--- src/rtl/ltl_violation_collector_pkg.sv ---
// Shared widths and event record for the cluster-0 LTL violation collector.
package ltl_mon_pkg;

    localparam int unsigned NUM_PROPS = 11;
    localparam int unsigned TS_W      = 32;
    localparam int unsigned PROP_ID_W = $clog2(NUM_PROPS);

    typedef struct packed {
        logic [PROP_ID_W-1:0] prop_id;
        logic [TS_W-1:0]      timestamp;
    } ltl_evt_t;

endpackage

--- src/rtl/ltl_violation_collector_fifo.sv ---
// Small synchronous event FIFO; push side gated internally on !full, pop side is valid/ready.
module ltl_evt_fifo
    import ltl_mon_pkg::*;
#(
    parameter int unsigned DEPTH = 4
) (
    input  logic     clk,
    input  logic     reset,
    input  logic     push,
    input  ltl_evt_t push_data,
    output logic     full,
    output logic     pop_valid,
    input  logic     pop_ready,
    output ltl_evt_t pop_data
);

    localparam int unsigned PTR_W = $clog2(DEPTH);

    ltl_evt_t         mem_q [DEPTH];
    ltl_evt_t         mem_d [DEPTH];
    logic [PTR_W-1:0] wr_ptr_q, wr_ptr_d;
    logic [PTR_W-1:0] rd_ptr_q, rd_ptr_d;
    logic [PTR_W:0]   count_q, count_d;
    logic             do_push, do_pop;

    assign full      = (count_q == (PTR_W+1)'(DEPTH));
    assign pop_valid = (count_q != '0);
    assign pop_data  = mem_q[rd_ptr_q];

    always_comb begin
        mem_d    = mem_q;
        wr_ptr_d = wr_ptr_q;
        rd_ptr_d = rd_ptr_q;
        count_d  = count_q;
        do_push  = push & ~full;
        do_pop   = pop_valid & pop_ready;
        if (do_push) begin
            mem_d[wr_ptr_q] = push_data;
            wr_ptr_d        = wr_ptr_q + 1'b1;
        end
        if (do_pop) begin
            rd_ptr_d = rd_ptr_q + 1'b1;
        end
        if (do_push && !do_pop) begin
            count_d = count_q + 1'b1;
        end else if (!do_push && do_pop) begin
            count_d = count_q - 1'b1;
        end
    end

    always_ff @(posedge clk or negedge reset) begin
        if (!reset) begin
            for (int unsigned i = 0; i < DEPTH; i++) begin
                mem_q[i] <= '0;
            end
            wr_ptr_q <= '0;
            rd_ptr_q <= '0;
            count_q  <= '0;
        end else begin
            mem_q    <= mem_d;
            wr_ptr_q <= wr_ptr_d;
            rd_ptr_q <= rd_ptr_d;
            count_q  <= count_d;
        end
    end

endmodule

--- src/rtl/ltl_violation_collector.sv ---
// Edge-detects and timestamps LTL violation flags, queues them as events, keeps sticky status and irq.
module ltl_violation_collector
    import ltl_mon_pkg::*;
#(
    parameter int unsigned FIFO_DEPTH = 4
) (
    input  logic                 clk,
    input  logic                 reset,
    input  logic                 run,
    input  logic [NUM_PROPS-1:0] ltl_flags,
    input  logic                 clear_sticky,
    output logic                 evt_valid,
    input  logic                 evt_ready,
    output logic [PROP_ID_W-1:0] evt_prop_id,
    output logic [TS_W-1:0]      evt_timestamp,
    output logic [NUM_PROPS-1:0] sticky_status,
    output logic                 overflow,
    output logic                 irq
);

    logic [TS_W-1:0]      cnt_q, cnt_d;
    logic [NUM_PROPS-1:0] prev_q, prev_d;
    logic [NUM_PROPS-1:0] pend_q, pend_d;
    logic [TS_W-1:0]      ts_q [NUM_PROPS];
    logic [TS_W-1:0]      ts_d [NUM_PROPS];
    logic [NUM_PROPS-1:0] sticky_q, sticky_d;
    logic                 ovf_q, ovf_d;
    logic                 irq_q, irq_d;

    logic [NUM_PROPS-1:0] rise;
    logic [PROP_ID_W-1:0] push_idx;
    logic                 push;
    logic                 ovf_set;
    logic                 fifo_full;
    ltl_evt_t             push_evt;
    ltl_evt_t             head_evt;

    always_comb begin
        cnt_d    = run ? cnt_q + 1'b1 : cnt_q;
        prev_d   = run ? ltl_flags : prev_q;
        pend_d   = pend_q;
        ts_d     = ts_q;
        rise     = run ? (ltl_flags & ~prev_q) : '0;
        push_idx = '0;
        ovf_set  = 1'b0;

        // Descending scan so the lowest pending index is the one left standing.
        for (int unsigned i = NUM_PROPS; i > 0; i--) begin
            if (pend_q[i-1]) begin
                push_idx = PROP_ID_W'(i-1);
            end
        end
        push = (|pend_q) & ~fifo_full;
        push_evt.prop_id   = push_idx;
        push_evt.timestamp = ts_q[push_idx];
        if (push) begin
            pend_d[push_idx] = 1'b0;
        end

        for (int unsigned i = 0; i < NUM_PROPS; i++) begin
            if (rise[i]) begin
                if (pend_d[i]) begin
                    ovf_set = 1'b1;
                end else begin
                    pend_d[i] = 1'b1;
                    ts_d[i]   = cnt_q;
                end
            end
        end

        sticky_d = (clear_sticky ? '0 : sticky_q) | rise;
        ovf_d    = (clear_sticky ? 1'b0 : ovf_q) | ovf_set;
        irq_d    = (|sticky_q) | ovf_q;
    end

    always_ff @(posedge clk or negedge reset) begin
        if (!reset) begin
            cnt_q    <= '0;
            prev_q   <= '0;
            pend_q   <= '0;
            for (int unsigned i = 0; i < NUM_PROPS; i++) begin
                ts_q[i] <= '0;
            end
            sticky_q <= '0;
            ovf_q    <= 1'b0;
            irq_q    <= 1'b0;
        end else begin
            cnt_q    <= cnt_d;
            prev_q   <= prev_d;
            pend_q   <= pend_d;
            ts_q     <= ts_d;
            sticky_q <= sticky_d;
            ovf_q    <= ovf_d;
            irq_q    <= irq_d;
        end
    end

    ltl_evt_fifo #(
        .DEPTH(FIFO_DEPTH)
    ) u_fifo (
        .clk       (clk),
        .reset     (reset),
        .push      (push),
        .push_data (push_evt),
        .full      (fifo_full),
        .pop_valid (evt_valid),
        .pop_ready (evt_ready),
        .pop_data  (head_evt)
    );

    assign evt_prop_id   = head_evt.prop_id;
    assign evt_timestamp = head_evt.timestamp;
    assign sticky_status = sticky_q;
    assign overflow      = ovf_q;
    assign irq           = irq_q;

endmodule
--- config.mk ---
export PLATFORM = sky130hd
export DESIGN_NAME = ltl_violation_collector
export DESIGN_NICKNAME = d
export VERILOG_FILES = /design/src/rtl/ltl_violation_collector_pkg.sv /design/src/rtl/ltl_violation_collector_fifo.sv /design/src/rtl/ltl_violation_collector.sv
export SDC_FILE = /design/constraint.sdc
export NUM_CORES = 1
export LEC_CHECK = 0
export ABC_CLOCK_PERIOD_IN_PS = 6600
export BUFFER_PORTS_ARGS = -buffer_cell sky130_fd_sc_hd__buf_2
export CORE_MARGIN = 2
export CORE_UTILIZATION = 55
export DETAILED_ROUTE_END_ITERATION = 10
export PLACE_DENSITY_LB_ADDON = 0.05
export SYNTH_ARGS = -nofsm -noshare
export SYNTH_HDL_FRONTEND = slang
export SYNTH_SLANG_ARGS = --single-unit
--- constraint.sdc ---
create_clock -name clk -period 6.6 [get_ports clk]
set_input_delay 0.66 -clock clk [delete_from_list [all_inputs] [get_ports clk]]
set_output_delay 0.66 -clock clk [all_outputs]
set_load 0.01 [all_outputs]
==> flow_metrics.py <==
metrics = {
    "critical_path": {
        "rr_startpoint": "pend_q[7]$_DFF_PN0_",
        "endpoint_kind": "flip-flop",
        "critPathLaunch": "pend_q[7]$_DFF_PN0_",
        "cp.required_ps": 7100,
        "start_kind": "flip-flop",
        "arrival_ps": 4190,
        "crit_type": "flip-flop to flip-flop",
        "path_max_fanout": 35,
        "worstRegToRegCells": 8,
    },
    "logic_synthesis": {
        "synth-edff-count": 0,
        "postSynthCellCount": 1927,
        "synth_ff_type": "dfrtp_1",
        "seq_area_frac_synth_pct": 57.1,
        "yosys_warnings": 0,
        "synth_nets": 1950,
        "synth_top_family_by_area": "multiplexers",
        "muxShareOfSynthArea_pct": 20.1,
        "synth_cell_types": 63,
        "synth_xor_area_share_pct": 1.30,
        "synth-adder-area-share_pct": 0.381,
        "synth-seq-cells": 570,
        "syn_area_um2": 25000,
        "synth_compound_area_share_pct": 12.7,
        "avgSynthCellArea_um2": 13.0,
        "synthSimpleGateAreaFrac_pct": 5.19,
        "synth_async_sr_flop_share_pct": 100,
    },
    "floorplanning": {
        "die_area_um2": 47100,
        "dieWidth_um": 217,
        "fp.dieH_um": 217,
        "start_util_pct": 55.4,
        "core_area_um2": 45100,
        "num_rows": 78,
        "ios": 66,
    },
    "timing": {
        "finalWorstSetupSlack_ps": 2910,
        "setup-tns-final_ps": 0,
        "rsz0062_at_grt": "no",
        "max_freq_mhz": 271,
        "maxSlewViolCount": 0,
        "post-route-period-util_pct": 55.9,
        "worst_pin_slew_ps": 1160,
        "relSlewSlack_pct": 22.5,
        "fin_worst_skew_ps": 16.6,
        "finalHoldViolations": 0,
        "setup_viol": 0,
        "min_period_ps": 3690,
    },
    "clocking": {
        "cts_tree": "built",
        "cts.sinks": 570,
        "clockBufferDepth": 3,
        "post_cts_resize_count": 0,
        "clkLatencyLatePin_ps": 610,
        "clk_transition_reported_paths_ps": 60,
        "cts_hold_buf": 0,
        "cts_setup_buffers": 0,
        "cts_buffers": 58,
        "clock-root-buffer": "clkbuf_16",
        "cts_max_level": 2,
    },
    "cells_and_area": {
        "drive_gt1_share_pct": 29.9,
        "diodes": 0,
        "layout.nets": 1938,
        "area.growth.synth_to_final_pct": 10.4,
    },
    "global_routing": {
        "grt_max_degree": 184,
        "antenna_found_initial": 2,
        "first_global_vias": 16100,
        "grt_first_pass_wirelength_um": 98800,
        "grtUsageTotal_pct": 27.7,
        "grt_remaining_overflow": 0,
    },
    "pwr": {
        "p_sw_mw": 3.90,
        "powerDensity_nw_per_um2": 401,
        "sw_frac_of_total_pct": 35.3,
        "seqPwrFrac_pct": 40.4,
        "p_leak_nw": 13.2,
        "intPower_mw": 7.16,
        "peakVddDrop_mv": 0.418,
        "clkPwrFrac_pct": 29.3,
        "comb_power_share_pct": 30.4,
    },
    "outcome": {
        "outcome": "completed",
    },
    "detailed_routing": {
        "wl_per_cell_um": 25.1,
        "first_pass_iters": 5,
        "drc": 0,
        "ant_nets": 0,
        "via_per_inst": 6.26,
        "drt-initial-drc-count": 1313,
        "vias": 16000,
        "routed_wl_um": 64200,
    },
    "job": {
        "maxCapViolations": 0,
    },
    "placed_design": {
        "hpwlAfterDp_um": 36700,
        "place_ws_ps": 3010,
        "gp_congestion": 0.800,
        "portBuffers": 65,
    },
    "worst_hold_path": {
        "min_path_type": "primary input to async pin",
    },
}
[worst max-delay path, cell delays in order, from the launching register on]
cell,delay [ps]
dfrtp_1,460
or4b_4,600
a21oi_4,170
buf_4,470
o21a_1,640
buf_4,500
a221oi_1,160
a211o_1,380
o21ai_1,180
[synthesized netlist by cell type (4+ instances only)]
cell type | instances | share of area, %
a211o_1 | 64 | 2.2
a21oi_1 | 37 | 0.74
a221o_1 | 32 | 1.3
a221oi_1 | 64 | 2.2
a22o_1 | 32 | 1.1
a22oi_1 | 33 | 0.99
and3_1 | 4 | 0.10
buf_1 | 10 | 0.15
buf_2 | 52 | 1.0
clkbuf_1 | 98 | 1.5
dfrtp_1 | 570 | 57
ha_1 | 6 | 0.30
inv_1 | 21 | 0.32
mux2_1 | 32 | 1.4
mux2_2 | 306 | 14
mux2_4 | 27 | 1.6
mux4_2 | 36 | 3.2
nand2_1 | 183 | 2.8
nand2b_1 | 8 | 0.20
nand3_1 | 15 | 0.30
nand3b_1 | 11 | 0.33
nand4_1 | 7 | 0.18
nor2_1 | 14 | 0.21
nor3_1 | 6 | 0.12
o21ai_0 | 44 | 0.88
o21ai_1 | 121 | 2.4
or3_1 | 4 | 0.10
xnor2_1 | 28 | 0.98
xor2_1 | 9 | 0.32
[power by group through the flow]
stage | sequential, mW | combinational [mW] | clock (mW)
4_1_cts | 4.46 | 3.36 | 3.30
3_3_place_gp | 4.49 | 3.30 | 0
3_5_place_dp | 4.53 | 3.34 | 0
5_1_grt | 4.54 | 3.64 | 3.46
2_1_floorplan | 4.34 | 2.28 | 0
6_report | 4.47 | 3.36 | 3.24
[final cells by class]
| class | count | area (um2) |
|---|---|---|
| Tap cell | 600 | 751 |
| Sequential cell | 570 | 14300 |
| Inverter | 21 | 78.8 |
| Fill cell | 3602 | 17500 |
| Multi-Input combinational cell | 1170 | 10000 |
| Timing Repair Buffer | 94 | 591 |
| Clock buffer | 93 | 1770 |
| Clock inverter | 10 | 104 |
[sequential cells by signal, summed over array words and instances (netlist names)]
register	count
overflow	1
cnt_q	32
ts_q	352
u_fifo.mem_q	144
u_fifo.wr_ptr_q	2
prev_q	11
u_fifo.rd_ptr_q	2
pend_q	11
irq	1
u_fifo.count_q	3
sticky_status	11
[stage by stage]
| step | util (%) | area [um2] | std cells | power [mW] | hold WS (ps) |
|---|---|---|---|---|---|
| 6_report | 61.1 | 27600 | 2558 | 11.1 | 104 |
| 3_5_place_dp | 57.0 | 25700 | 2455 | 7.87 | 465 |
| 4_1_cts | 61.1 | 27600 | 2558 | 11.1 | 169 |
| 2_1_floorplan | - | 25000 | 1927 | 6.62 | 364 |
| 3_3_place_gp | 57.0 | 25700 | 2455 | 7.79 | 456 |
| 5_1_grt | 61.1 | 27600 | 2558 | 11.6 | 180 |
[cells by family after synthesis]
| logic type | Yosys count |
|---|---|
| AO/OA/AOI/OAI | 448 |
| XOR/XNOR | 37 |
| adder cells (fa/ha/maj) | 7 |
| buffers and inverters | 187 |
| flip-flops | 570 |
| multiplexers | 401 |
| AND/OR/NAND/NOR | 277 |
[layout by cell type, fill, tap and decap left out, types with 33 or more instances in the layout]
master,instances
dfrtp_1,567
mux2_2,306
nand2_1,178
o21ai_1,121
a221oi_1,64
a211o_1,64
buf_2,64
clkbuf_16,59
o21ai_0,44
mux4_2,36
a21oi_1,36
a22oi_1,33
[per-layer routing]
layer,vias up,GRT usage (%),part of all wire [%]
met3,89,5.86,6.5
met2,415,41.9,46
li1,7090,-,-
met1,8407,41.3,46
met4,0,6.44,1.8
met5,-,0,0
[final timing paths]
path	endpoint	slack, ps
worst max-delay path	u_fifo.mem_q[40]$_DFFE_PN0P_	2910
worst min-delay path	u_fifo.wr_ptr_q[0]$_DFFE_PN0P_	100
worst max register to register	u_fifo.mem_q[40]$_DFFE_PN0P_	2910
worst min register to register	u_fifo.mem_q[140]$_DFFE_PN0P_	470
max in group asynchronous	ts_q[136]$_DFFE_PN0P_	4950
min in group clk	prev_q[0]$_DFFE_PN0P_	310
Note: power is estimated with default switching activity, not from simulation.
